[src/rtl/vram_port_arbiter.sv]
// vram_port_arbiter: shares the single VRAM read/write port between the
// display fetch path and the Avalon-MM host, with an optional clear engine.
//
// Ports:
//   i_clk, i_reset            clock, synchronous active-high reset
//   i_disp_req/i_disp_addr    display fetch request and word address
//   o_disp_gnt                display request accepted this cycle
//   o_disp_rvalid/o_disp_rdata display read return (data 0 when not valid)
//   i_host_read/i_host_write  Avalon read/write strobes
//   i_host_addr/_byte_en/_writedata  Avalon address, byte enables, data
//   o_host_waitreq            Avalon waitrequest
//   o_host_readdatavalid/o_host_readdata  host read return
//   i_clear_start/o_clear_busy  clear engine start pulse / busy flag
//   o_ram_*/i_ram_q           VRAM port (read data arrives RD_LAT later)
//
// Build option: define VRAM_CLEAR_EN to include the clear engine.
// Without it, i_clear_start is ignored and o_clear_busy is tied to 0.

module vram_port_arbiter #(
  parameter int DEPTH        = 600,
  parameter int ADDR_W       = 11,
  parameter int RD_LAT       = 2,
  parameter int MAX_DISP_RUN = 4
) (
  input  logic              i_clk,
  input  logic              i_reset,
  input  logic              i_disp_req,
  input  logic [ADDR_W-1:0] i_disp_addr,
  output logic              o_disp_gnt,
  output logic              o_disp_rvalid,
  output logic [31:0]       o_disp_rdata,
  input  logic              i_host_read,
  input  logic              i_host_write,
  input  logic [ADDR_W-1:0] i_host_addr,
  input  logic [3:0]        i_host_byte_en,
  input  logic [31:0]       i_host_writedata,
  output logic              o_host_waitreq,
  output logic              o_host_readdatavalid,
  output logic [31:0]       o_host_readdata,
  input  logic              i_clear_start,
  output logic              o_clear_busy,
  output logic [ADDR_W-1:0] o_ram_addr,
  output logic [3:0]        o_ram_be,
  output logic [31:0]       o_ram_wdata,
  output logic              o_ram_wren,
  output logic              o_ram_rden,
  input  logic [31:0]       i_ram_q
);

  localparam int RUN_W = $clog2(MAX_DISP_RUN + 1);
  localparam logic [ADDR_W-1:0] LIMIT = ADDR_W'(DEPTH);
  localparam logic [ADDR_W-1:0] LAST  = ADDR_W'(DEPTH - 1);

  // ZERO marks a read whose data must be forced to 0 (out-of-range);
  // the parallel r_zown bit says which owner gets it (1 = host).
  typedef enum logic [1:0] {
    TAG_NONE = 2'd0,
    TAG_DISP = 2'd1,
    TAG_HOST = 2'd2,
    TAG_ZERO = 2'd3
  } tag_e;

  logic              w_clr_act;
  logic [ADDR_W-1:0] w_clr_addr;

`ifdef VRAM_CLEAR_EN
  typedef enum logic {
    ST_IDLE  = 1'b0,
    ST_CLEAR = 1'b1
  } clr_e;

  clr_e              r_state;
  logic [ADDR_W-1:0] r_clr_addr;
  logic              r_clr_busy;

  always_ff @(posedge i_clk) begin
    if (i_reset) begin
      r_state    <= ST_IDLE;
      r_clr_addr <= '0;
      r_clr_busy <= 1'b0;
    end else begin
      unique case (r_state)
        ST_IDLE: begin
          if (i_clear_start) begin
            r_state    <= ST_CLEAR;
            r_clr_addr <= '0;
            r_clr_busy <= 1'b1;
          end
        end
        ST_CLEAR: begin
          if (r_clr_addr == LAST) begin
            r_state    <= ST_IDLE;
            r_clr_addr <= '0;
            r_clr_busy <= 1'b0;
          end else begin
            r_clr_addr <= r_clr_addr + ADDR_W'(1);
          end
        end
        default: begin
          r_state    <= ST_IDLE;
          r_clr_busy <= 1'b0;
        end
      endcase
    end
  end

  assign w_clr_act    = r_clr_busy;
  assign w_clr_addr   = r_clr_addr;
  assign o_clear_busy = r_clr_busy;
`else
  logic w_unused_clear;
  assign w_unused_clear = i_clear_start;
  assign w_clr_act      = 1'b0;
  assign w_clr_addr     = '0;
  assign o_clear_busy   = 1'b0;
`endif

  logic             w_host_req;
  logic             w_host_force;
  logic             w_live;
  logic             w_clr_wr;
  logic             w_disp_gnt;
  logic             w_host_gnt;
  logic             w_disp_ok;
  logic             w_host_ok;
  logic [RUN_W-1:0] r_run;

  assign w_host_req = i_host_read | i_host_write;
  assign w_disp_ok  = i_disp_addr < LIMIT;
  assign w_host_ok  = i_host_addr < LIMIT;

  // Nothing is granted in reset; during a clear only the engine writes.
  assign w_live   = ~i_reset & ~w_clr_act;
  assign w_clr_wr = ~i_reset & w_clr_act;

  // After MAX_DISP_RUN display grants with the host waiting,
  // the host takes the next slot.
  assign w_host_force = w_host_req &
                        (r_run == RUN_W'(MAX_DISP_RUN));
  assign w_disp_gnt   = w_live & i_disp_req & ~w_host_force;
  assign w_host_gnt   = w_live & w_host_req & ~w_disp_gnt;

  assign o_disp_gnt     = w_disp_gnt;
  assign o_host_waitreq = w_host_req & ~w_host_gnt;

  always_ff @(posedge i_clk) begin
    if (i_reset) begin
      r_run <= '0;
    end else if (!w_host_req || w_host_gnt) begin
      r_run <= '0;
    end else if (w_disp_gnt) begin
      r_run <= r_run + RUN_W'(1);
    end
  end

  tag_e w_new_tag;
  logic w_new_zown;

  always_comb begin
    o_ram_addr  = '0;
    o_ram_be    = '0;
    o_ram_wdata = '0;
    o_ram_wren  = 1'b0;
    o_ram_rden  = 1'b0;
    w_new_tag   = TAG_NONE;
    w_new_zown  = 1'b0;
    unique case (1'b1)
      w_clr_wr: begin
        o_ram_addr = w_clr_addr;
        o_ram_be   = 4'b1111;
        o_ram_wren = 1'b1;
      end
      w_disp_gnt: begin
        o_ram_addr = i_disp_addr;
        o_ram_rden = w_disp_ok;
        w_new_tag  = w_disp_ok ? TAG_DISP : TAG_ZERO;
      end
      w_host_gnt: begin
        o_ram_addr = i_host_addr;
        if (i_host_write) begin
          o_ram_be    = i_host_byte_en;
          o_ram_wdata = i_host_writedata;
          o_ram_wren  = w_host_ok;
        end else begin
          o_ram_rden = w_host_ok;
          w_new_tag  = w_host_ok ? TAG_HOST : TAG_ZERO;
          w_new_zown = 1'b1;
        end
      end
      default: begin
      end
    endcase
  end

  tag_e r_tag  [RD_LAT];
  logic r_zown [RD_LAT];

  always_ff @(posedge i_clk) begin
    if (i_reset) begin
      for (int i = 0; i < RD_LAT; i++) begin
        r_tag[i]  <= TAG_NONE;
        r_zown[i] <= 1'b0;
      end
    end else begin
      r_tag[0]  <= w_new_tag;
      r_zown[0] <= w_new_zown;
      for (int i = 1; i < RD_LAT; i++) begin
        r_tag[i]  <= r_tag[i-1];
        r_zown[i] <= r_zown[i-1];
      end
    end
  end

  tag_e        w_out_tag;
  logic        w_out_zown;
  logic        w_out_zero;
  logic [31:0] w_out_data;

  assign w_out_tag  = r_tag[RD_LAT-1];
  assign w_out_zown = r_zown[RD_LAT-1];
  assign w_out_zero = (w_out_tag == TAG_ZERO);
  assign w_out_data = w_out_zero ? 32'd0 : i_ram_q;

  // Returns are suppressed while reset is held so in-flight reads vanish.
  assign o_disp_rvalid = ~i_reset &
                         ((w_out_tag == TAG_DISP) |
                          (w_out_zero & ~w_out_zown));
  assign o_host_readdatavalid = ~i_reset &
                                ((w_out_tag == TAG_HOST) |
                                 (w_out_zero & w_out_zown));

  assign o_disp_rdata    = o_disp_rvalid ? w_out_data : 32'd0;
  assign o_host_readdata = o_host_readdatavalid ?
                           w_out_data : 32'd0;

endmodule

[config.mk]
export PLATFORM = sky130hd
export DESIGN_NAME = vram_port_arbiter
export DESIGN_NICKNAME = d
export VERILOG_FILES = /design/src/rtl/vram_port_arbiter.sv
export SDC_FILE = /design/constraint.sdc
export NUM_CORES = 1
export LEC_CHECK = 0
export ABC_AREA = 1
export BUFFER_PORTS_ARGS = -buffer_cell sky130_fd_sc_hd__buf_2
export CAP_MARGIN = 30
export CORE_AREA = 2 2 83 85
export CTS_CLUSTER_SIZE = 8
export DETAILED_ROUTE_END_ITERATION = 7
export DIE_AREA = 0 0 85 87
export PLACE_DENSITY = 0.69
export REMOVE_ABC_BUFFERS = 1
export SYNTH_ARGS = -nofsm -noshare
export SYNTH_HDL_FRONTEND = slang
export SYNTH_SLANG_ARGS = --single-unit
[constraint.sdc]
create_clock -name i_clk -period 1.09 [get_ports i_clk]
set_input_delay 0 -clock i_clk [delete_from_list [all_inputs] [get_ports i_clk]]
set_output_delay 0 -clock i_clk [all_outputs]
set_load 0.1 [all_outputs]
==> metrics.csv, run 1 <==
stage;metric;value;unit
status;status;aborted with a tool error;
status;lastStage;clock tree synthesis (4_1_cts);
status;error_message;[ERROR DPL-0038] Utilization greater than 100%, impossible to legalize;
clocking;post-cts-setup-buffers;21;
yosys;syn_avg_cell_area;5.34;sq um
yosys;yosysUniqueCellTypes;25;
clocking;ctsResizeCount;247;
clocking;clockRootBuffer;clkbuf_8;
clocking;cts_hold_repair.buffers;0;
placement;dp.final_hpwl;8410;microns
die;die_w;85;microns
die;placementRows;30;
yosys;synth.cell_area;1610;sq um
yosys;synth_cells;302;
yosys;yosys_warnings;0;
clocking;numCtsBuffers;3;
clocking;cts_max_path_buffers;2;
clocking;clock-sinks;9;
die;io_pins;214;
placement;globalplace.congestion;0.877;
placement;port_buffers;211;
die;dieHeight;87;microns
clocking;htreeDepth;1;
yosys;ys_ff_latch;9;
die;start_util;24.6;%
yosys;yosysSeqAreaShare;11.2;%
-- cells by family after synthesis --
family | count (synthesis) | synth area share (%)
XOR/XNOR | 1 | 0.543
buffers and inverters | 83 | 25.2
AO/OA/AOI/OAI | 12 | 5.66
other | 1 | 0.233
flip-flops | 9 | 11.2
AND/OR/NAND/NOR | 194 | 55.6
adder cells (fa/ha/maj) | 2 | 1.55
-- synthesized netlist by cell type, drive strengths merged --
cell type / instances / share of area [%]
a21oi: 5 / 1.6
buf: 18 / 8.8
clkbuf: 4 / 2.2
conb: 1 / 0.23
dfxtp: 9 / 11
ha: 2 / 1.6
inv: 61 / 14
nand2: 72 / 18
nand3: 8 / 4.0
nor2: 49 / 13
nor3: 65 / 20
o21ai: 2 / 0.62
o22ai: 5 / 3.5
xnor2: 1 / 0.54
-- through the flow --
stage	hold slack (ps)	TNS (ps)	cell area [sq um]	setup WS [ps]	instances
after global placement	275	-24190	5030	-404	655
after floorplan	71.2	-173620	1440	-2150	280
after detailed placement	289	-25980	5030	-428	655
==> run 2: changes to the inputs <==
- CORE_AREA: 2 2 83 85 -> not set
- CORE_MARGIN: not set -> 2
- CORE_UTILIZATION: not set -> 20
- CTS_CLUSTER_SIZE: 8 -> not set
- DIE_AREA: 0 0 85 87 -> not set
- PLACE_DENSITY: 0.69 -> not set
- PLACE_DENSITY_LB_ADDON: not set -> 0.15
- clock period: 1.09 -> 1.4 ns (I/O delays scaled with it)
==> run 2 against run 1 <==
The flow now finishes, with violations (setup timing). Synthesized cell count is the same. Area after synthesis is the same.
==> metrics.csv, run 2 <==
stage;metric;value;unit;change
status;status;complete, but fails checks;;
status;violations;setup timing;;
grt;grtUsageTotal;22.3;%;
grt;grt_overflow;0;;
setup_path;path_delay_family;buffers and inverters;;
final_layout;top_regs;r_tag (4), r_run (3), r_zown (2);;
clocking;cts_tree;yes;;
yosys;synth_cells;302;;unchanged
run;drv_cap;0;;
die;start_util;20.8;%;-3.8 points
die;placementRows;32;;+6.7%
yosys;ys_ff_latch;9;;unchanged
timing;fin_skew;0.966;ps;
die;core;7770;sq um;
yosys;synthTopCellsByCount;nand2_1 (70), nor3_1 (64), inv_1 (59), nor2_1 (40), dfxtp_1 (9);;
worst_hold_path;hp-class;in -> reg;;
route;drtIter0Drc;44;;
setup_path;end_kind;primary output;;
setup_path;path_cells;inv_2 -> ha_4 -> nand2_2 -> inv_2 -> nand2_2 -> nand2_4 -> buf_12 -> buf_12 -> o22ai_4 -> buf_12;;
timing;whs;29.3;ps;
timing;finalCritPeriodShare;117;%;
yosys;synth_top_area_share;19.9;%;unchanged
route;drc;0;;
placement;globalplace.congestion;0.792;;-9.7%
yosys;yosysUniqueCellTypes;25;;unchanged
pwr;p_leak;2.51;nW;
setup_path;crit_type;reg -> out;;
route;routed_wl;11000;microns;
clocking;numCtsBuffers;3;;unchanged
yosys;synth.cell_area;1610;sq um;unchanged
clocking;htreeDepth;1;;unchanged
yosys;syn_avg_cell_area;5.34;sq um;unchanged
final_layout;final_common_cell;buf_12;;
route;postRouteAntennaNets;0;;
timing;setup_ws;-239;ps;
timing;fmax;0.610;GHz;
final_layout;regMostFlops;r_tag;;
timing;maxSlewViolCount;0;;
die;die_w;93.8;microns;+10%
grt;grt_first_pass_wirelength;15400;microns;
pwr;internal_power;0.00123;W;
route;via_per_inst;4.67;;
yosys;ys.flop_type;dfxtp_1;;
pwr;finalPower;0.00274;W;
clocking;clkLatencyLatePin;220;ps;
timing;hold_viol;0;;
timing;period_minus_slack;1640;ps;
grt;grt_pass1_vias;3066;;
die;io_pins;214;;unchanged
yosys;synth_edf_count;0;;unchanged
final_layout;largest_reg_flops;4;;
setup_path;cp.required;1400;ps;
pwr;p_per_area;444;nW/um^2;
pwr;power.share.clock;10.4;%;
setup_path;start_kind;flop;;
pwr;p_comb_share;79.4;%;
final_layout;drive_gt1_share;74.7;%;
die;die_area;8800;sq um;
pwr;p_sw;0.00151;W;
pwr;swShare;55.2;%;
timing;fin_tns_setup;-10890;ps;
grt;antenna_found_initial;0;;
placement;port_buffers;211;;unchanged
pwr;ir_drop;404;uV;
final_layout;antennaDiodeCount;0;;
timing;finalSetupViolations;82;;
route;vias;2931;;
clocking;cts_max_path_buffers;2;;unchanged
setup_path;cp_data_arrival_time;1640;ps;
clocking;path_clk_slew;40;ps;
final_layout;area_growth;282;%;
placement;dp.final_hpwl;6660;microns;-21%
clocking;clockRootBuffer;clkbuf_8;;
setup_path;cp.buffers_inverters;5;;
yosys;async_flop_share;0;%;unchanged
pwr;power_frac_seq;10.2;%;
clocking;clock-sinks;9;;unchanged
yosys;yosysMostFrequentCell;nand2_1;;
placement;dp_worst_setup_slack;-111;ps;+317 ps
timing;rsz0062_at_grt;yes;;
setup_path;max_stage_delay;320;ps;
setup_path;cp_max_fo;5;;
route;firstDrtPassIters;4;;
yosys;yosys_warnings;0;;unchanged
final_layout;final_cell_mix;buf_12 (127), buf_2 (94), nor3_4 (65);;
yosys;synth_area_leaders;nor3_1 (20%), nand2_1 (16%), inv_1 (14%);;
yosys;synth.largest_area_cell;nor3_1;;
setup_path;cpMaxStageDelayCell;dfxtp_2;;
route;wl_per_cell;17.5;microns;
setup_path;crit_top_cell;buf_12;;
final_layout;final_util;79.4;%;
die;dieHeight;93.8;microns;+7.8%
final_layout;nets;625;;
yosys;yosysSeqAreaShare;11.2;%;unchanged
grt;grt_max_degree;38;;
[run 2: cell counts after synthesis]
No cell type changed its count.
[run 2: cell families after synthesis]
kind of cell	synth area share, %
xor gates and xnor gates	0.543
adders and majority gates	1.55
DFF	11.2
buffers and inverters	25.2
other	0.233
AOI/OAI and AO/OA	5.66
and+or+nand+nor	55.6
[run 2: stage by stage]
step / instance area, sq um / cells
after floorplan: 1440 / 280
after global placement: 4570 / 607
after detailed placement: 4570 / 607
after CTS: 5840 / 624
after global routing: 6170 / 628
final: 6170 / 628
[run 2: path summary, 6_finish.rpt]
| check | startpoint | endpoint | cells past startpoint | slack (ps) |
|---|---|---|---|---|
| setup reg to reg | r_run[1] | r_tag[0][1] | 11 | 70 |
| setup / recovery | r_run[1] | o_ram_addr[10] | 10 | -240 |
| hold reg to reg | r_zown[0][0] | r_zown[0][1] | 2 | 400 |
| hold / removal | i_reset | r_tag[0][3] | 2 | 30 |
[run 2: worst register-to-register path: stages (launching register included)]
cell,delay [ps]
dfxtp_2,320
inv_2,40
ha_4,150
nand2_2,50
inv_2,30
nand2_2,70
nand2_4,90
nand2_8,160
nor2_4,50
buf_4,150
inv_1,50
nand2_1,50
[run 2: power groups by stage]
stage	Combinational (W)	Clock, W	Sequential (W)
floorplan	0.00103	0	0.000280
global placement	0.00178	0	0.000280
detailed placement	0.00179	0	0.000281
CTS	0.00210	0.000299	0.000279
global route	0.00225	0.000314	0.000280
finish	0.00217	0.000284	0.000279
[run 2: layout make-up]
class | count | area (sq um)
clock buffer | 4 | 45.0
fill | 435 | 1600
inverter | 61 | 239
multi-input combinational | 210 | 2160
sequential | 9 | 189
tap | 102 | 128
timing repair buffer | 242 | 3410
[run 2: what timing repair did]
item,in CTS,in global routing
pin swaps,19,26
hold buffers,0,0
cloned,5,6
setup buffers,8,0
setup endpoints to repair,115,118
resized for setup,222,49
[run 2: per-layer routing]
layer | track usage, % | vias up | part of all wire [%] | routed length [microns]
met5 | 0 | - | 0 | 0
met3 | 7.38 | 18 | 9.6 | 1050
li1 | - | 1387 | - | -
met4 | 5.19 | 0 | 2.3 | 248
met1 | 20.7 | 1375 | 30 | 3290
met2 | 45.8 | 151 | 58 | 6380
Power figures use the tool's default switching activity.
